File: config.mk
export PLATFORM = sky130hd
export DESIGN_NAME = enc_rr_scheduler_flat
export DESIGN_NICKNAME = d
export VERILOG_FILES = /design/src/rtl/enc_rr_scheduler_pkg.sv /design/src/rtl/enc_rr_scheduler_if.sv /design/src/rtl/enc_rr_scheduler_rr_pick.sv /design/src/rtl/enc_rr_scheduler.sv /design/src/flat_wrapper.sv
export SDC_FILE = /design/constraint.sdc
export NUM_CORES = 1
export LEC_CHECK = 0
export ABC_CLOCK_PERIOD_IN_PS = 7300
export CORE_MARGIN = 2
export CORE_UTILIZATION = 50
export CTS_CLUSTER_DIAMETER = 100
export DETAILED_ROUTE_END_ITERATION = 8
export PLACE_DENSITY = 0.78
export SKIP_LAST_GASP = 1
export SLEW_MARGIN = 10
export SYNTH_ARGS = -nofsm -noshare
export SYNTH_HDL_FRONTEND = slang
export SYNTH_SLANG_ARGS = --single-unit
File: constraint.sdc
create_clock -name clk -period 7.3 [get_ports clk]
set_input_delay 1.46 -clock clk [delete_from_list [all_inputs] [get_ports clk]]
set_output_delay 1.46 -clock clk [all_outputs]
set_load 0.02 [all_outputs]
File: src/rtl/enc_rr_scheduler_pkg.sv
// Shared types and constants for the round-robin select scheduler and the
// one-hot encoder it feeds.
package enc_sched_pkg;

    typedef enum logic {
        IDLE = 1'b0,
        BUSY = 1'b1
    } sched_state_t;

    localparam int ENC_NREQ = 15;
    localparam int ENC_IDXW = 4;

endpackage

File: src/rtl/enc_rr_scheduler_if.sv
// Requester/scheduler bundle: level requests and release in, registered
// grant pair (encoder in_valid/in) and timeout pulse out.
interface enc_rr_scheduler_if
    import enc_sched_pkg::*;
#(
    parameter int NREQ = ENC_NREQ,
    parameter int IDXW = ENC_IDXW
);
    logic [NREQ-1:0] req;
    logic            rel;
    logic            grant_valid;
    logic [IDXW-1:0] grant_idx;
    logic            timeout;

    modport master (
        output req, rel,
        input  grant_valid, grant_idx, timeout
    );

    modport slave (
        input  req, rel,
        output grant_valid, grant_idx, timeout
    );
endinterface

File: src/rtl/enc_rr_scheduler_rr_pick.sv
// Combinational round-robin search: first set request strictly after ptr,
// wrapping from NREQ-1 to 0.
module rr_pick #(
    parameter int NREQ = 15,
    parameter int IDXW = 4
) (
    input  logic [NREQ-1:0] req,
    input  logic [IDXW-1:0] ptr,
    output logic            found,
    output logic [IDXW-1:0] idx
);

    assign found = |req;

    // Walk the search distance downward so the nearest hit is written last.
    always_comb begin
        idx = '0;
        for (int k = NREQ; k >= 1; k--) begin
            if (req[(int'(ptr) + k) % NREQ])
                idx = IDXW'((int'(ptr) + k) % NREQ);
        end
    end

endmodule

File: src/rtl/enc_rr_scheduler.sv
// Round-robin scheduler holding one grant per tenure for the shared select
// encoder. Optional tenure limit under `ENC_SCHED_TIMEOUT_EN`.
module enc_rr_scheduler
    import enc_sched_pkg::*;
#(
    parameter int NREQ     = ENC_NREQ,
    parameter int IDXW     = ENC_IDXW,
    parameter int HOLD_MAX = 64
) (
    input  logic                clk,
    input  logic                rst,
    enc_rr_scheduler_if.slave   bus
);

    if (HOLD_MAX < 2 || (2 ** IDXW) <= NREQ) begin : g_bad_cfg
        $error("enc_rr_scheduler: illegal HOLD_MAX/IDXW/NREQ combination");
    end

    sched_state_t    state, state_nxt;
    logic [IDXW-1:0] last, last_nxt;
    logic [IDXW-1:0] idx_q, idx_nxt;
    logic            gv_q, gv_nxt;
    logic            found;
    logic [IDXW-1:0] pick_idx;
    logic            owner_gone;
    logic            hit;

    rr_pick #(.NREQ(NREQ), .IDXW(IDXW)) u_pick (
        .req   (bus.req),
        .ptr   (last),
        .found (found),
        .idx   (pick_idx)
    );

    assign owner_gone = ~bus.req[idx_q];

    always_ff @(posedge clk or negedge rst) begin
        if (!rst) begin
            state <= IDLE;
            last  <= IDXW'(NREQ - 1);
            idx_q <= '0;
            gv_q  <= 1'b0;
        end else begin
            state <= state_nxt;
            last  <= last_nxt;
            idx_q <= idx_nxt;
            gv_q  <= gv_nxt;
        end
    end

    always_comb begin
        state_nxt = state;
        last_nxt  = last;
        idx_nxt   = idx_q;
        gv_nxt    = gv_q;
        case (state)
            IDLE: begin
                if (found) begin
                    state_nxt = BUSY;
                    idx_nxt   = pick_idx;
                    gv_nxt    = 1'b1;
                end
            end
            BUSY: begin
                if (bus.rel || owner_gone || hit) begin
                    state_nxt = IDLE;
                    last_nxt  = idx_q;
                    gv_nxt    = 1'b0;
                end
            end
            default: begin
                state_nxt = IDLE;
                gv_nxt    = 1'b0;
            end
        endcase
    end

    assign bus.grant_valid = gv_q;
    assign bus.grant_idx   = idx_q;

`ifdef ENC_SCHED_TIMEOUT_EN
    localparam int CW = $clog2(HOLD_MAX);

    logic [CW-1:0] hold_cnt;
    logic          start;
    logic          to_q;

    assign start = (state == IDLE) && found;
    assign hit   = (state == BUSY) && (hold_cnt == CW'(HOLD_MAX - 1));

    // A release or withdrawal in the same cycle wins; the pulse only marks
    // tenures that nothing else would have ended.
    always_ff @(posedge clk or negedge rst) begin
        if (!rst) begin
            hold_cnt <= '0;
            to_q     <= 1'b0;
        end else begin
            to_q <= hit && !bus.rel && !owner_gone;
            if (start)
                hold_cnt <= '0;
            else if (state == BUSY)
                hold_cnt <= hold_cnt + 1'b1;
        end
    end

    assign bus.timeout = to_q;
`else
    assign hit         = 1'b0;
    assign bus.timeout = 1'b0;
`endif

endmodule

File: src/flat_wrapper.sv
// flat-port wrapper written by rule: the top's interface ports become plain ports
module enc_rr_scheduler_flat import enc_sched_pkg::*;
#(
    parameter int NREQ     = ENC_NREQ,
    parameter int IDXW     = ENC_IDXW,
    parameter int HOLD_MAX = 64
)
  (clk, rst, bus_req, bus_rel, bus_grant_valid, bus_grant_idx, bus_timeout);
  enc_rr_scheduler_if #(.NREQ(NREQ), .IDXW(IDXW)) bus_i ();
  input  logic clk;
  input  logic rst;
  input wire logic [$bits(bus_i.req)-1:0] bus_req;
  input wire logic [$bits(bus_i.rel)-1:0] bus_rel;
  output wire logic [$bits(bus_i.grant_valid)-1:0] bus_grant_valid;
  output wire logic [$bits(bus_i.grant_idx)-1:0] bus_grant_idx;
  output wire logic [$bits(bus_i.timeout)-1:0] bus_timeout;
  assign bus_i.req = bus_req;
  assign bus_i.rel = bus_rel;
  assign bus_grant_valid = bus_i.grant_valid;
  assign bus_grant_idx = bus_i.grant_idx;
  assign bus_timeout = bus_i.timeout;
  enc_rr_scheduler #(.NREQ(NREQ), .IDXW(IDXW), .HOLD_MAX(HOLD_MAX)) u_core (.clk(clk), .rst(rst), .bus(bus_i));
endmodule
==> summary.md <==
| Metric | Value |
|---|---|
| Fillers | roughly 1600 |
| Layout cell share with drive strength beyond 1 | 0.1243 |
| Htree depth | 1 |
| RSZ-0062 raised after global routing | no |
| Cell area after synthesis | just over 0.008 sq mm |
| Ports | 24 |
| Type of the worst setup path | reg2reg |
| Async set-or-reset flop fraction in the synthesized netlist | 1.000 |
| Top cell type by total area after synthesis | mux2i_1 |
| EDFF count, synth | 0 |
| First drt pass iteration count | 6 |
| Sequential cell area fraction in the yosys report | 0.03112 |
| Post-synth top flop | dfrtp_1 |
| Initial Util | 0.5119 |
| Total Routing Usage GR | 0.3264 |
| CTS clock-pin slew for the worst setup and hold paths | 50 ps |
| GRT overflow | 0 |
| Maxcap violations | 0 |
| Root Driver | clkbuf_16 |
| NumNets Final | around 1100 |
| Top cell type's share of synthesized area | 0.1030 |
| Commonest non-fill, non-tap cell in the layout | nand2_1 |
| HP Class | reg2reg |
| First-pass GRT wire length | 46290 um |
| Total number of vias | ~9400 |
| Unique masters post-synth | about 110 |
| Pin count of the biggest net entering global routing | just over 50 |
| Area contributors post-synth | mux2i_1 (10%), ha_1 (5.2%), mux4_2 (5.0%) |
| DR WL/cell | roughly 23 um |
| Port buffer count | 22 |
| Die Height | roughly 130 um |
| Clock skew | approximately 4.2 ps |
| Pre-CTS WS | 1618 ps |
| Worst setup margin | approximately 1500 ps |
| Worst-path fanout max | 17 |
| Max Fclk | 0.1729 GHz |
| Starting DRC count in detailed routing | between 1000 and 1500 |
| Area of the die | around 0.017 sq mm |
| Post-Synthesis Cells | between 1000 and 1500 |
| Required time worst endpoint | about 7400 ps |
| FP Rows | 46 |
| Synth Area per Inst | around 7.3 sq um |
| Critical Path Source Type | flip-flop |
| Antenna violations before repair | 0 |
| Post-CTS sizing | 0 |
| Placer Congestion | between 1 and 1.5 |
| Vias/cell | around 7.4 |
| CTS sink cnt | 10 |
| Area Overhead vs Synth | 2.805% |
| Dpl hpwl | 21490 um |
| DRC | 0 |
| Width of the die | 131.8 um |
| Yosys Warn Count | 0 |
| Post-CTS setup buffers | 0 |
| Most frequent cells in the layout | nand2_1 (108), nor2_1 (86), mux2i_1 (84), a21oi_1 (62), o21ai_0 (45) |
| Status | finished, final reports clean |
| Number of global-route vias before repair | 8443 |
| Routed Antenna Nets | 0 |
| CTS tree | yes |
| CP Capture Type | flip-flop |
| Largest buffer count on any clock path | 2 |
| Setup TNS | 0 ps |
| # diodes | 0 |
| Hold-fix buffers at CTS | 0 |
| Syn nets | about 1200 |
| Final Hold Viols | 0 |
| Slew headroom | 0.2464 |
| Clk Latency, worst-skew pair | 250 ps |
| Design area | roughly 0.0084 sq mm |
| Crit path DAT | just under 6000 ps |
| Worst-margin pin slew | 1127 ps |
| Yosys reg bits | 10 |
| Post-DP Area | a little over 0.008 sq mm |
| Clock period minus worst slack | slightly below 6000 ps |
| CTS buffer count | 3 |
| Final period util | 0.7922 |
| Total wire length | 29770 um |
| Core area | around 0.016 sq mm |
| Count of pins over their slew limit | 0 |
| Final Setup Violations | 0 |
[registers in the layout (all words and copies together), names as in the netlist]
name,cells
u_core.last,4
u_core.state,1
u_core.bus.grant_valid,1
u_core.bus.grant_idx,4
[final timing paths]
kind                                 from                 endpoint  slack [ps]  cells past startpoint
min                          u_core.state             u_core.state         530                      1
max reg2reg                u_core.last[3]  u_core.bus.grant_idx[2]        1520                     19
min reg2reg                  u_core.state             u_core.state         530                      1
max in group asynchronous             rst           u_core.last[0]        5310                      1
max                        u_core.last[3]  u_core.bus.grant_idx[2]        1520                     19
min in group asynchronous             rst           u_core.last[0]        1570                      1
[worst max-delay path: stages, from the launching register on]
cell       delay, ps
dfstp_2          730
inv_2             40
buf_4            220
ha_1             370
nand2_1          140
ha_1             360
inv_1            140
ha_1             310
nor4b_1          450
a21oi_1          210
a41oi_4          450
xnor2_1          220
mux4_2           540
a22oi_2          190
and2_0           320
a31oi_1          130
o21ai_0          180
o21ai_0          100
a2111oi_0        400
o32ai_1          130
[cells in the mapped netlist, drive strengths merged, types with 7 or more instances]
cell type  count
nand4         14
clkbuf        42
nand3b         9
nor3          30
inv           36
a41oi          9
a31oi         17
a211o          9
o21ai         58
dfrtp          7
a22oi          7
o31ai         13
and3          10
xnor2         30
nor4          13
o2111ai       10
o22ai         13
mux4          18
nand3         33
buf           58
nand2        110
or4            7
o221ai         8
mux2i         87
nor2          86
o211ai        23
and2          14
a21oi         68
a21o          10
or3            9
ha            34
nor2b         20
a211oi        20
mux2          23
nand2b        12
a21boi         8
nor4b          8
o21a           8
[cells by family after synthesis]
family	after synthesis	synth area share
AOI/OAI and AO/OA	365	0.3432
xor gates and xnor gates	36	0.04645
adders and majority gates	34	0.05212
buffers and inverters	136	0.07956
DFF	10	0.03112
muxes	128	0.1899
other	1	0.0004595
and+or+nand+nor	405	0.2571
[per-stage QoR]
| stage | utilization | instances | hold WS [ps] |
|---|---|---|---|
| 2_1_floorplan | - | 1115 | 482.7 |
| 3_3_place_gp | 0.5207 | 1274 | 476.2 |
| 3_5_place_dp | 0.5207 | 1274 | 505.8 |
| 4_1_cts | 0.5263 | 1278 | 525.4 |
| 5_1_grt | 0.5263 | 1278 | 537.8 |
| 6_report | 0.5263 | 1278 | 530.0 |
[metal layers]
metal	wire length (um)	part of all wire	up-vias	GRT usage
met5	0	0	-	0
met4	1595	0.054	0	0.1479
met3	4122	0.14	130	0.07920
met2	12520	0.42	714	0.4997
met1	11530	0.39	4367	0.4344
li1	-	-	4186	-
[area by class of cell]
class	count	area, sq um	area share
Sequential cell	10	257.7	0.03072
Clock buffer	4	88.84	0.01059
Timing Repair Buffer	43	377.9	0.04503
Inverter	36	135.1	0.01611
Tap cell	216	270.3	0.03221
Multi-Input combinational cell	969	7261	0.8653
Power is not shown: default switching activity piles up to over one toggle a cycle in this logic, so the estimate is an artifact.
